--- config.mk ---
export PLATFORM = sky130hd
export DESIGN_NAME = wb_downsizer_flat
export DESIGN_NICKNAME = d
export VERILOG_FILES = /design/src/rtl/wb_downsizer_pkg.sv /design/src/rtl/wb_downsizer_if.sv /design/src/rtl/wb_downsizer_lane_next_sel.sv /design/src/rtl/wb_downsizer.sv /design/src/flat_wrapper.sv
export SDC_FILE = /design/constraint.sdc
export NUM_CORES = 1
export LEC_CHECK = 0
export CORE_UTILIZATION = 46
export DETAILED_ROUTE_END_ITERATION = 8
export PLACE_DENSITY = 0.81
export SETUP_SLACK_MARGIN = 0.1
export SYNTH_ARGS = -nofsm -noshare
export SYNTH_HDL_FRONTEND = slang
export SYNTH_SLANG_ARGS = --single-unit
--- constraint.sdc ---
create_clock -name clk -period 3.53 [get_ports clk]
set_clock_uncertainty 0.2 [all_clocks]
set_input_delay 1.059 -clock clk [delete_from_list [all_inputs] [get_ports clk]]
set_output_delay 1.059 -clock clk [all_outputs]
set_load 0.005 [all_outputs]
--- src/rtl/wb_downsizer_pkg.sv ---
// -----------------------------------------------------------------------------
// wb_downsizer_pkg
//   Shared constants and types for the 128-to-32 bit Wishbone downsizer.
//   Bus widths, derived lane geometry and the controller state encoding
//   live here so the interface, the lane search and the top agree on them.
// -----------------------------------------------------------------------------
package wb_downsizer_pkg;

  localparam int ADDR_WIDTH       = 32;
  localparam int WIDE_WIDTH       = 128;
  localparam int NARROW_WIDTH     = 32;
  localparam int ADDR_GRANULARITY = 8;

  // Derived lane geometry.
  localparam int LANES    = WIDE_WIDTH / NARROW_WIDTH;        // narrow lanes per line
  localparam int LSEL     = NARROW_WIDTH / ADDR_GRANULARITY;  // select bits per lane
  localparam int WIDE_SEL = WIDE_WIDTH / ADDR_GRANULARITY;    // select bits per line
  localparam int LANE_W   = $clog2(LANES);
  localparam int LSEL_W   = $clog2(LSEL);
  localparam int LINE_W   = LANE_W + LSEL_W;                  // line-offset address bits

  typedef enum logic [2:0] {
    IDLE,
    ISSUE,
    GAP,
    RESP,
    FAIL
  } state_t;

endpackage

--- src/rtl/wb_downsizer_if.sv ---
// -----------------------------------------------------------------------------
// wb_downsizer_if
//   One Wishbone classic bus segment. Instantiated once per side: the wide
//   (128-bit) request side and the narrow (32-bit) peripheral side.
//   Ports:
//     master modport : drives adr, dat_w, we, sel, stb, cyc;
//                      receives dat_r, ack, err, rty
//     slave modport  : the mirror image
// -----------------------------------------------------------------------------
interface wb_downsizer_if #(
  parameter int ADDR_WIDTH = 32,
  parameter int DATA_WIDTH = 32,
  parameter int SEL_WIDTH  = DATA_WIDTH / 8
);

  logic [ADDR_WIDTH-1:0] adr;
  logic [DATA_WIDTH-1:0] dat_w;   // master -> slave
  logic [DATA_WIDTH-1:0] dat_r;   // slave -> master
  logic                  we;
  logic [SEL_WIDTH-1:0]  sel;
  logic                  stb;
  logic                  cyc;
  logic                  ack;
  logic                  err;
  logic                  rty;

  modport master (
    output adr, dat_w, we, sel, stb, cyc,
    input  dat_r, ack, err, rty
  );

  modport slave (
    input  adr, dat_w, we, sel, stb, cyc,
    output dat_r, ack, err, rty
  );

endinterface

--- src/rtl/wb_downsizer_lane_next_sel.sv ---
// -----------------------------------------------------------------------------
// wb_downsizer_lane_next_sel
//   Combinational priority encoder over the wide byte-select vector.
//   Returns the lowest lane index >= start_i whose select slice is nonzero.
//   start_i is one bit wider than a lane index so "one past the last lane"
//   is representable and simply yields found_o = 0 (no wrap-around).
//   Ports:
//     sel_i   : wide byte selects
//     start_i : first lane eligible for selection
//     lane_o  : chosen lane (0 when nothing found)
//     found_o : a lane was found
// -----------------------------------------------------------------------------
module wb_downsizer_lane_next_sel
  import wb_downsizer_pkg::*;
(
  input  logic [WIDE_SEL-1:0] sel_i,
  input  logic [LANE_W:0]     start_i,
  output logic [LANE_W-1:0]   lane_o,
  output logic                found_o
);

  always_comb begin
    // NOTE: every output gets a default before the search so no latch is inferred.
    lane_o  = '0;
    found_o = 1'b0;
    // Walk downward so the lowest qualifying lane is the last one written.
    for (int i = LANES - 1; i >= 0; i--) begin
      if ((i >= int'(start_i)) && (|sel_i[i*LSEL +: LSEL])) begin
        lane_o  = LANE_W'(i);
        found_o = 1'b1;
      end
    end
  end

endmodule

--- src/rtl/wb_downsizer.sv ---
// -----------------------------------------------------------------------------
// wb_downsizer
//   Wishbone classic width converter: accepts one 128-bit cycle on the wide
//   side, issues one 32-bit cycle per lane with any select bit set, then
//   returns a single wide ack (or err) carrying the assembled read data.
//   Ports:
//     clk : clock, all logic on posedge
//     rst : synchronous active-high reset
//     wbs : wide bus, this block is the slave (adr, dat_w, we, sel, stb, cyc in;
//           dat_r, ack, err out; rty tied low)
//     wbm : narrow bus, this block is the master (adr, dat_w, we, sel, stb, cyc
//           out; dat_r, ack, err, rty in)
// -----------------------------------------------------------------------------
module wb_downsizer
  import wb_downsizer_pkg::*;
(
  input  logic            clk,
  input  logic            rst,
  wb_downsizer_if.slave   wbs,
  wb_downsizer_if.master  wbm
);

  state_t                state_q;
  logic [ADDR_WIDTH-1:0] adr_q;
  logic [WIDE_WIDTH-1:0] dat_q;
  logic [WIDE_WIDTH-1:0] acc_q;     // read accumulator, unselected lanes stay 0
  logic [WIDE_SEL-1:0]   sel_q;
  logic                  we_q;
  logic [LANE_W-1:0]     lane_q;
  logic                  stb_q;
  logic                  ack_q;
  logic                  err_q;

  // One lane search serves both purposes: in IDLE it finds the first lane of
  // the incoming request, otherwise the next lane after the current one.
  logic [WIDE_SEL-1:0] srch_sel_d;
  logic [LANE_W:0]     srch_start_d;
  logic [LANE_W-1:0]   srch_lane_d;
  logic                srch_found_d;

  always_comb begin
    if (state_q == IDLE) begin
      srch_sel_d   = wbs.sel;
      srch_start_d = '0;
    end else begin
      srch_sel_d   = sel_q;
      srch_start_d = {1'b0, lane_q} + (LANE_W+1)'(1);
    end
  end

  wb_downsizer_lane_next_sel u_lane_next_sel (
    .sel_i   (srch_sel_d),
    .start_i (srch_start_d),
    .lane_o  (srch_lane_d),
    .found_o (srch_found_d)
  );

  always_ff @(posedge clk) begin
    if (rst) begin
      state_q <= IDLE;
      adr_q   <= '0;
      dat_q   <= '0;
      acc_q   <= '0;
      sel_q   <= '0;
      we_q    <= 1'b0;
      lane_q  <= '0;
      stb_q   <= 1'b0;
      ack_q   <= 1'b0;
      err_q   <= 1'b0;
    end else begin
      // NOTE: non-blocking assignments so every register samples pre-edge values.
      case (state_q)
        IDLE: begin
          if (wbs.cyc && wbs.stb) begin
            adr_q  <= wbs.adr;
            dat_q  <= wbs.dat_w;
            sel_q  <= wbs.sel;
            we_q   <= wbs.we;
            acc_q  <= '0;
            lane_q <= srch_lane_d;
            if (srch_found_d) begin
              stb_q   <= 1'b1;
              state_q <= ISSUE;
            end else begin
              ack_q   <= 1'b1;
              state_q <= RESP;
            end
          end
        end

        ISSUE: begin
          if (!wbs.cyc) begin
            // Abort: abandon the narrow cycle, ignore any termination seen now.
            stb_q   <= 1'b0;
            state_q <= IDLE;
          end else if (wbm.err) begin
            stb_q   <= 1'b0;
            err_q   <= 1'b1;
            state_q <= FAIL;
          end else if (wbm.ack) begin
            acc_q[int'(lane_q)*NARROW_WIDTH +: NARROW_WIDTH] <= wbm.dat_r;
            if (srch_found_d) begin
              // Keep stb high so the next lane goes out back-to-back.
              lane_q <= srch_lane_d;
            end else begin
              stb_q   <= 1'b0;
              ack_q   <= 1'b1;
              state_q <= RESP;
            end
          end else if (wbm.rty) begin
            stb_q   <= 1'b0;
            state_q <= GAP;
          end
        end

        GAP: begin
          // One idle cycle on the narrow bus, then re-issue the same lane.
          if (!wbs.cyc) begin
            state_q <= IDLE;
          end else begin
            stb_q   <= 1'b1;
            state_q <= ISSUE;
          end
        end

        RESP, FAIL: begin
          ack_q   <= 1'b0;
          err_q   <= 1'b0;
          state_q <= IDLE;
        end

        default: state_q <= IDLE;
      endcase
    end
  end

  // Narrow address is the line base with the line offset replaced by the
  // lane offset, so it can never carry into the line-base bits.
  assign wbm.adr   = (adr_q & ~ADDR_WIDTH'((1 << LINE_W) - 1))
                   | ADDR_WIDTH'({lane_q, {LSEL_W{1'b0}}});
  assign wbm.dat_w = dat_q[int'(lane_q)*NARROW_WIDTH +: NARROW_WIDTH];
  assign wbm.sel   = sel_q[int'(lane_q)*LSEL +: LSEL];
  assign wbm.we    = we_q;
  assign wbm.stb   = stb_q;
  assign wbm.cyc   = stb_q;

  assign wbs.dat_r = acc_q;
  assign wbs.ack   = ack_q;
  assign wbs.err   = err_q;
  assign wbs.rty   = 1'b0;

endmodule

--- src/flat_wrapper.sv ---
// flat-port wrapper written by rule: the top's interface ports become plain ports
module wb_downsizer_flat import wb_downsizer_pkg::*;
  (clk, rst, wbs_adr, wbs_dat_w, wbs_we, wbs_sel, wbs_stb, wbs_cyc, wbs_dat_r, wbs_ack, wbs_err, wbs_rty, wbm_adr, wbm_dat_w, wbm_we, wbm_sel, wbm_stb, wbm_cyc, wbm_dat_r, wbm_ack, wbm_err, wbm_rty);
  wb_downsizer_if #(.ADDR_WIDTH(32), .DATA_WIDTH(128)) wbs_i ();
  wb_downsizer_if #(.ADDR_WIDTH(32), .DATA_WIDTH(32)) wbm_i ();
  input  logic clk;
  input  logic rst;
  input wire logic [$bits(wbs_i.adr)-1:0] wbs_adr;
  input wire logic [$bits(wbs_i.dat_w)-1:0] wbs_dat_w;
  input wire logic [$bits(wbs_i.we)-1:0] wbs_we;
  input wire logic [$bits(wbs_i.sel)-1:0] wbs_sel;
  input wire logic [$bits(wbs_i.stb)-1:0] wbs_stb;
  input wire logic [$bits(wbs_i.cyc)-1:0] wbs_cyc;
  output wire logic [$bits(wbs_i.dat_r)-1:0] wbs_dat_r;
  output wire logic [$bits(wbs_i.ack)-1:0] wbs_ack;
  output wire logic [$bits(wbs_i.err)-1:0] wbs_err;
  output wire logic [$bits(wbs_i.rty)-1:0] wbs_rty;
  output wire logic [$bits(wbm_i.adr)-1:0] wbm_adr;
  output wire logic [$bits(wbm_i.dat_w)-1:0] wbm_dat_w;
  output wire logic [$bits(wbm_i.we)-1:0] wbm_we;
  output wire logic [$bits(wbm_i.sel)-1:0] wbm_sel;
  output wire logic [$bits(wbm_i.stb)-1:0] wbm_stb;
  output wire logic [$bits(wbm_i.cyc)-1:0] wbm_cyc;
  input wire logic [$bits(wbm_i.dat_r)-1:0] wbm_dat_r;
  input wire logic [$bits(wbm_i.ack)-1:0] wbm_ack;
  input wire logic [$bits(wbm_i.err)-1:0] wbm_err;
  input wire logic [$bits(wbm_i.rty)-1:0] wbm_rty;
  assign wbs_i.adr = wbs_adr;
  assign wbs_i.dat_w = wbs_dat_w;
  assign wbs_i.we = wbs_we;
  assign wbs_i.sel = wbs_sel;
  assign wbs_i.stb = wbs_stb;
  assign wbs_i.cyc = wbs_cyc;
  assign wbs_dat_r = wbs_i.dat_r;
  assign wbs_ack = wbs_i.ack;
  assign wbs_err = wbs_i.err;
  assign wbs_rty = wbs_i.rty;
  assign wbm_adr = wbm_i.adr;
  assign wbm_dat_w = wbm_i.dat_w;
  assign wbm_we = wbm_i.we;
  assign wbm_sel = wbm_i.sel;
  assign wbm_stb = wbm_i.stb;
  assign wbm_cyc = wbm_i.cyc;
  assign wbm_i.dat_r = wbm_dat_r;
  assign wbm_i.ack = wbm_ack;
  assign wbm_i.err = wbm_err;
  assign wbm_i.rty = wbm_rty;
  wb_downsizer u_core (.clk(clk), .rst(rst), .wbs(wbs_i), .wbm(wbm_i));
endmodule
==> flow_summary.toml <==
[status]
status = "finished clean"

[logic_synthesis]
synth_largest_area_cell = "dfxtp_1"
synth_area_um2 = 12100
synth_top_area_share_pct = 50.9
synth_common_cells = "nand2_1, dfxtp_1, a21oi_1, nor2_1, a22oi_1"
ys_types = 52
synth.most_common_cell = "nand2_1"
yosysSeqAreaShare_pct = 50.9
synth-edff-count = 0
synthCells = 1365
synth_seq_cells = 309
ys_async_sr_fraction_pct = 0
synth_area_leaders = "dfxtp_1, nand2_1, a21oi_1, mux4_2, a22oi_1"
synth_ff_type = "dfxtp_1"
synth.avg_cell_area_um2 = 8.90
synth_warnings = 0

[hold_path]
hold_class = "register to register"
worstHoldStart = "u_core.wbs.dat_r[16]$_SDFFE_PP0P_"

[drt]
viasPerCell = 5.40
wl_um = 38000
wire_per_inst_um = 18.1
antenna_left = 0
via_count = 11305
remaining_drc_errors = 0
drtIter0Drc = 934
dr.pass1.iters = 5

[floorplan]
core_area_um2 = 26000
die_w_um = 165
ios = 418
die_h_um = 165
die_area_um2 = 27100
start_util_pct = 46.8
rows = 59

[clock_network]
cts_sinks = 309
cts_buffers = 34
postCtsHoldBufs = 0
clock_latency_ns = 0.51
cts_tree = "yes"
cts_root_buf = "clkbuf_16"
htree_levels = 2
path_clk_slew_ns = 0.06
cts_buffer_depth = 3

[power]
p_per_area_nw_per_um2 = 457
p_leak_nw = 6.25
irDropWorstVdd_mv = 0.362
total_power_mw = 8.10

[global_routing]
grt_pass1_vias = 11047
top_usage_layer = "met2"
grt_max_degree = 127
met3_usage_pct = 9.42
gr-usage-met1_pct = 29.6
met2_usage_pct = 45.7
grt_pass1_wl_um = 56700
grt_usage_pct = 26.6
antenna_found_initial = 9
overflow = 0

[timing]
hold_violations = 0
min_period_ns = 3.43
min_period_over_period_pct = 97.1
finalMaxSlewViolations = 0
tightest_slew_ns = 1.09
fmaxAchievable_ghz = 0.292
max_slew_margin_pct = 27.0
rsz0062_at_grt = "true"
whs_ns = 0.250
setup_viol = 0
setup_tns_ns = 0

[worst_setup_path]
cp_max_fo = 8
critPathLaunch = "u_core.lane_q[0]$_SDFFE_PP0P_"
worstSetupPathType = "register to output pin"
required_ns = 2.27
start_kind = "register"
endpoint_kind = "output pin"
reg2reg_from = "u_core.lane_q[0]$_SDFFE_PP0P_"
cp.arrival_ns = 2.17

[layout]
fin_cells = 2095
fin_nets = 1952
drive_gt1_share_pct = 10.5
area_delta_synth_final_pct = 45.8
stdcell_area_um2 = 17700

[placed_design]
port_buffers = 410
dpl.cell_count = 2024
placed_cell_area_um2 = 16500
dp_hpwl_um = 25900
gp_congestion = 0.835

[job]
maxCapViolCount = 0
[worst paths after layout]
path | endpoint | slack, ns | cells after the start
max reg2reg | u_core.wbm.cyc$_SDFFE_PP0P_ | 0.55 | 9
max | wbm_dat_w[29] | 0.10 | 3
min | u_core.wbs.dat_r[16]$_SDFFE_PP0P_ | 0.25 | 2
min reg2reg | u_core.wbs.dat_r[16]$_SDFFE_PP0P_ | 0.25 | 2
[worst max-delay path: stages, from the launching register on]
cell and delay [ns]:
dfxtp_4 0.44, buf_8 0.18, mux4_2 0.56, clkdlybuf4s50_1 0.48
[area by class of cell]
class / count / area, um2
Fill cell: 1937 / 8270
Sequential cell: 309 / 6190
Multi-Input combinational cell: 932 / 5390
Timing Repair Buffer: 446 / 4560
Clock buffer: 51 / 1020
Tap cell: 335 / 419
Clock inverter: 10 / 108
Inverter: 8 / 30.0
Antenna cell: 4 / 10.0
[layout by cell type, fill, tap and decap left out, types with 22 or more instances in the layout]
| cell type | n |
|---|---|
| nor2_1 | 102 |
| mux4_2 | 36 |
| nand2_1 | 383 |
| clkbuf_16 | 36 |
| a22oi_1 | 96 |
| buf_4 | 22 |
| clkdlybuf4s50_1 | 400 |
| dfxtp_1 | 307 |
| a21oi_1 | 190 |
[routing by layer]
layer / wire (um) / up-vias
li1: - / 5412
met1: 14300 / 5313
met2: 18000 / 475
met3: 4100 / 97
met4: 1510 / 8
met5: 54 / -
[sequential cells by signal, summed over array words and instances, names as in the netlist]
| name | count |
|---|---|
| u_core.wbs.err | 1 |
| u_core.wbs.ack | 1 |
| u_core.wbm.cyc | 1 |
| u_core.state_q | 3 |
| u_core.lane_q | 2 |
| u_core.adr_q | 28 |
| u_core.dat_q | 128 |
| u_core.wbm.we | 1 |
| u_core.wbs.dat_r | 128 |
| u_core.sel_q | 16 |
[where the power goes]
part	internal [mW]	leakage (nW)	switching, mW	total (mW)
Sequential	3.59	2.51	0.0628	3.66
Clock	2.08	0.549	1.43	3.52
Combinational	0.482	3.19	0.445	0.927
Total	6.16	6.25	1.94	8.10
[cells by family after synthesis]
logic type / count (synthesis) / synth area share, %
compound gates: 332 / 17.0
fa+ha+maj: 5 / 0.515
buf+inv: 126 / 5.04
flops: 309 / 50.9
mux: 37 / 6.77
other cells: 1 / 0.0309
simple gates: 555 / 19.7
[through the flow]
stage               setup slack (ns)  utilization [%]
floorplan                      0.465                -
global placement               0.183             63.5
detailed placement            0.0926             63.5
CTS                           0.0905             67.9
global route                  0.0553             68.2
finish                         0.103             68.2
[timing repair]
| item | CTS | global route |
|---|---|---|
| gates resized for setup | 6 | 6 |
| buffers inserted | 2 | 3 |
| setup endpoints to repair | 30 | 22 |
| gates cloned | 0 | 1 |
(Power assumes the default switching activity.)
==> edit 1 (same flow settings) <==
Reset style: asynchronous (`rst`), changed in one clocked block. Comments in the files are not updated.
--- a/src/rtl/wb_downsizer.sv
+++ b/src/rtl/wb_downsizer.sv
@@ -56,5 +56,5 @@
   );
 
-  always_ff @(posedge clk) begin
+  always_ff @(posedge clk or posedge rst) begin
     if (rst) begin
       state_q <= IDLE;
Function: changed (a bounded check fails within 4 cycles, from zero or initial values and one cycle with rst high; the reset may be asserted at any time).
==> edit 1 against the original RTL <==
  * Synthesized area rose by 9.1%
  * Critical path type unchanged
  * Sequential share of layout area rose by 5.7 points
  * Fmax is 0.68% lower
  * Highest routed layer is now met4
  * Routed wire length up 1.1%
  * Sequential cell count is the same
  * Core utilization shrank 0.39 points
  * Design area grew 7.5%
  * Setup slack lost 0.023 ns
Power is not compared: it rests on default switching activity, and its combinational part moved more than twofold at a synthesized area within 25%.
==> edit 1: results (changes against the original RTL) <==
Status -> completed
Layout net count -> 1,697 (-13%)
First DRT Iteration DRCs -> 607 (-35%)
CTS Buf Count -> 35 (+2.9%)
Vias per Instance -> 5.317 (-1.5%)
DP Area -> 0.01779 mm^2 (+7.8%)
Largest cells by area after synthesis -> dfrtp_1, mux2_2, nand2_1
Critical-path top delay cell -> dfrtp_4
Critical path type -> reg -> out
Top post-synthesis cells by count -> dfrtp_1, nand2_1, mux2_2
Fin cells -> 1,883 (-10%)
Xor-xnor portion of the synthesized cell area -> 0 (unchanged)
ANT nets after route -> 0 (unchanged)
Hold_ws -> 0.2763 ns (+0.02665 ns)
HPWL after detailed placement -> 27,320 um (+5.4%)
CP arrival -> 2.19 ns (+0.02 ns)
Remaining routing DRC violations -> 0 (unchanged)
CP endpoint -> wbm_dat_w[24]
Reg2reg end -> u_core.lane_q[0]
CTS max path bufs -> 3 (unchanged)
Share of cells above drive strength 1 -> 0.2120 (+0.1066)
Placed cells -> 1,808 (-11%)
Hold Path Origin -> u_core.wbs.dat_r[47]
Mux cell area share after synthesis -> 0.2098 (+0.1422)
H-tree Lvls -> 2 (unchanged)
Dpl ws -> 0.3039 ns (+0.2112 ns)
WL final -> 38,430 um (+1.1%)
Post-synth ARST share -> 1.000 (+1.000)
Max stage delay on crit path -> 0.53 ns (-0.03 ns)
Leak Pwr -> 7.753 nW
Compound-gate portion of the synthesized area -> 0.06683 (-0.1036)
Max transition margin -> 0.6651 (+0.3951)
# port buffers -> 410 (unchanged)
Reg-to-reg startpoint -> u_core.lane_q[0]
Worst Hold Class -> reg -> reg
Final Hold Fails -> 0 (unchanged)
Worst Hold Path EP -> u_core.wbs.dat_r[47]
Post-synth top flop -> dfrtp_1
Synth cell types -> 42 (-19%)
Cells after Synth -> 1,061 (-22%)
Initial antenna violation count -> 5 (-4)
Number of detailed-route iterations in the first pass -> 4 (-1)
Vias in the first global route -> 10.72k (-3.0%)
Adder-cell area share of the yosys netlist -> 0.004720 (-0.0004297)
Register-to-register setup slack -> 0.32 ns (-0.23 ns)
RD Place Congestion -> 0.8165 (-2.2%)
Clk slew on worst S/H paths -> 0.06 ns (about the same)
Global-route wire length before repair -> 59,100 um (+4.2%)
Fin crit period -> 3.450 ns (+0.02335 ns)
Synth warnings -> 0 (unchanged)
Pin count of the biggest net entering global routing -> 67 (-47%)
Root Buffer -> clkbuf_16
Worst-path fanout max -> 10 (+2)
GRT Overall Usage -> 0.2636 (-0.002287)
Grt ovf -> 0 (unchanged)
Worst Reg2Reg Path Length in Cells -> 11 (+2)
Sequential cell area fraction in the yosys report -> 0.5833 (+0.07418)
Hold path cells -> 2 (unchanged)
-- edit 1: kinds of logic after synthesis --
logic type / after synthesis
buffers and inverters: 82
other: 1
and+or+nand+nor: 294
muxes: 211
adders and majority gates: 5
AOI/OAI and AO/OA: 159
DFF: 309
-- edit 1: final cells by class --
type,count,area [um^2]
fillers,2057,9046
flip-flops and latches,309,7737
multi-input cells,672,4955
repair buffers,452,4677
clock buffers,50,1012
well taps,378,473.0
clock inverters,11,147.6
inverters,6,26.28
diodes,5,12.51
-- edit 1: what timing repair did --
| action | 4_1_cts | 5_1_grt |
|---|---|---|
| hold buffers | 0 | 0 |
| resized for setup | 32 | 24 |
| cloned | 1 | 1 |
| setup buffers | 5 | 2 |
| setup endpoints to repair | 36 | 16 |
-- edit 1: power by group --
part / internal (mW) / switching (mW)
combinational: 1.80 / 1.19
clock: 2.22 / 1.44
sequential: 4.12 / 0.356
total: 8.14 / 2.98
-- edit 1: layer usage --
metal	wire length (um)	global-route usage	up-vias	share of wire
met2	19580	0.4563	427	0.51
met1	13720	0.2956	4982	0.36
met4	1457	0.1070	0	0.038
li1	-	-	4509	-
met3	3672	0.09273	94	0.096
met5	0	0	-	0
-- edit 1: worst register-to-register path, cell delays in order (launching register included) --
cell and delay (ns):
dfrtp_4 0.48, buf_4 0.13, buf_6 0.13, buf_4 0.18, inv_1 0.09, ha_1 0.45, nor2b_1 0.29, o21ai_0 0.16
a22oi_1 0.33, and2_1 0.24, a21oi_1 0.09, mux2_1 0.32
==> edit 2 (same settings) <==
Made on the original files. `ADDR_WIDTH` is set to 32 in 4 places; all go to 24.
--- a/src/rtl/wb_downsizer_pkg.sv
+++ b/src/rtl/wb_downsizer_pkg.sv
@@ -7,5 +7,5 @@
 package wb_downsizer_pkg;
 
-  localparam int ADDR_WIDTH       = 32;
+  localparam int ADDR_WIDTH       = 24;
   localparam int WIDE_WIDTH       = 128;
   localparam int NARROW_WIDTH     = 32;
--- a/src/rtl/wb_downsizer_if.sv
+++ b/src/rtl/wb_downsizer_if.sv
@@ -9,5 +9,5 @@
 // -----------------------------------------------------------------------------
 interface wb_downsizer_if #(
-  parameter int ADDR_WIDTH = 32,
+  parameter int ADDR_WIDTH = 24,
   parameter int DATA_WIDTH = 32,
   parameter int SEL_WIDTH  = DATA_WIDTH / 8
--- a/src/flat_wrapper.sv
+++ b/src/flat_wrapper.sv
@@ -2,6 +2,6 @@
 module wb_downsizer_flat import wb_downsizer_pkg::*;
   (clk, rst, wbs_adr, wbs_dat_w, wbs_we, wbs_sel, wbs_stb, wbs_cyc, wbs_dat_r, wbs_ack, wbs_err, wbs_rty, wbm_adr, wbm_dat_w, wbm_we, wbm_sel, wbm_stb, wbm_cyc, wbm_dat_r, wbm_ack, wbm_err, wbm_rty);
-  wb_downsizer_if #(.ADDR_WIDTH(32), .DATA_WIDTH(128)) wbs_i ();
-  wb_downsizer_if #(.ADDR_WIDTH(32), .DATA_WIDTH(32)) wbm_i ();
+  wb_downsizer_if #(.ADDR_WIDTH(24), .DATA_WIDTH(128)) wbs_i ();
+  wb_downsizer_if #(.ADDR_WIDTH(24), .DATA_WIDTH(32)) wbm_i ();
   input  logic clk;
   input  logic rst;
Ports: changed (resized wbm_adr and wbs_adr); port bits go from 418 to 402. No check against the original RTL was run, so the function may have changed too.
==> edit 2 against the original RTL <==
  * Sequential cell count decreased by 8
  * Combinational power is 2% higher
  * Die area is 4.9% lower
  * Critical path depth stayed put
  * Sequential share of layout area is 0.14 points higher
  * Power shrank 5.0%
  * Setup slack worse by 0.022 ns
  * Fmax down 0.63%
  * Design area decreased by 3.0%
  * Via count rose by 0.17%
  * Synthesized area fell by 5.0%
  * Routed wire length increased by 1.7%
==> edit 2: results (changes against the original RTL) <==
Synth cell types -> 50 (-3.8%)
RD Place Congestion -> 0.8387 (+0.50%)
Worst-case vdd ir drop -> 368.0 uV (+1.5%)
Layout net count -> 1,913 (-2.0%)
Register-to-register setup slack -> 0.42 ns (-0.13 ns)
Worst Reg2Reg Path Length in Cells -> 10 (+1)
Tightest Pin Transition -> 0.6851 ns (-0.4075 ns)
Met2 wire length -> 18,790 um (+4.1%)
Mux cell area share after synthesis -> 0.07110 (+0.003433)
CTS Buf Count -> 31 (-8.8%)
Routing usage on met1 -> 0.3362 (+0.04044)
Fillers -> 1,799 (-7.1%)
Placed cells -> 1,973 (-2.5%)
Hold Path Origin -> u_core.dat_q[36]
Number of detailed-route iterations in the first pass -> 6 (+1)
Met1 WL -> 14,950 um (+4.6%)
Sequential cell area fraction in the yosys report -> 0.5219 (+0.01278)
Largest cells by area after synthesis -> dfxtp_1, nand2_1, a21oi_1
Clock Latency Late Sink -> 0.56 ns (+0.05 ns)
Wire length on met3 -> 3244 um (-21%)
Pin count of the biggest net entering global routing -> 88 (-31%)
# port buffers -> 394 (-3.9%)
Vias per Instance -> 5.524 (+2.4%)
Top post-synthesis cells by count -> nand2_1, dfxtp_1, a21oi_1
Fin cells -> 2,050 (-2.1%)
GRT met2 Usage -> 0.4933 (+0.03608)
Global-route wire length before repair -> 59,150 um (+4.3%)
HPWL after detailed placement -> 25,890 um (-0.12%)
Initial antenna violation count -> 3 (-6)
Cells after Synth -> 1,331 (-2.5%)
CP arrival -> 2.19 ns (+0.02 ns)
H-tree Lvls -> 1 (-1)
GRT Overall Usage -> 0.2877 (+0.02175)
First DRT Iteration DRCs -> 1,002 (+7.3%)
DP Area -> 0.01600 mm^2 (-3.0%)
Hold_ws -> 0.2517 ns (+0.002011 ns)
Dpl ws -> 0.07108 ns (-0.02156 ns)
Compound-gate portion of the synthesized area -> 0.1704 (about the same)
Adder-cell area share of the yosys netlist -> 0.005419 (+0.0002695)
Worst Hold Path EP -> u_core.dat_q[36]
Met3 Use GR -> 0.07851 (-0.01566)
Status -> completed
Final Util -> 0.7026 (+0.02081)
-- edit 2: power breakdown --
| part | switching [mW] | internal (mW) | leakage [nW] |
|---|---|---|---|
| Sequential | 0.0650 | 3.50 | 2.44 |
| Clock | 1.34 | 1.84 | 0.508 |
| Combinational | 0.458 | 0.485 | 3.32 |
-- edit 2: logic make-up (layout without fill, tap and decap cells) --
kind of cell	count (synthesis)	in the layout
fa+ha+maj	5	5
flops	301	301
compound gates	326	326
simple gates	539	539
other cells	1	6
mux	37	37
buf+inv	122	512
-- edit 2: cell type report --
class,instances,share of cell area
flip-flops and latches,301,0.3509
multi-input cells,910,0.2952
repair buffers,449,0.2701
clock buffers,41,0.05198
well taps,324,0.02359
clock inverters,15,0.006188
inverters,7,0.001674
diodes,3,0.0004368
-- edit 2: repair_timing --
action                                 in CTS  in global routing
setup buffers                               4                 13
setup endpoints to repair                  36                 28
endpoints found under the hold margin       0                  0
resized for setup                           7                 13
hold buffers                                0                  0
gates cloned                                0                  1
-- edit 2: worst max path at each step --
stage          depth (start not counted)        endpoint        startpoint  slack (ns)
2_1_floorplan                         11  u_core.wbm.cyc  u_core.lane_q[0]        0.34
3_3_place_gp                           7  u_core.wbm.cyc        wbs_sel[2]        0.14
3_5_place_dp                           7  u_core.wbm.cyc        wbs_sel[2]        0.07
4_1_cts                                3      wbm_sel[1]  u_core.lane_q[0]        0.03
5_1_grt                                3    wbm_dat_w[6]  u_core.lane_q[0]        0.01
6_report                               3   wbm_dat_w[29]  u_core.lane_q[0]        0.08
-- edit 2: worst max-delay path, stage by stage, from the launching register on --
cell and delay, ns:
dfxtp_4 0.45, buf_12 0.18, mux4_2 0.51, clkdlybuf4s50_1 0.49
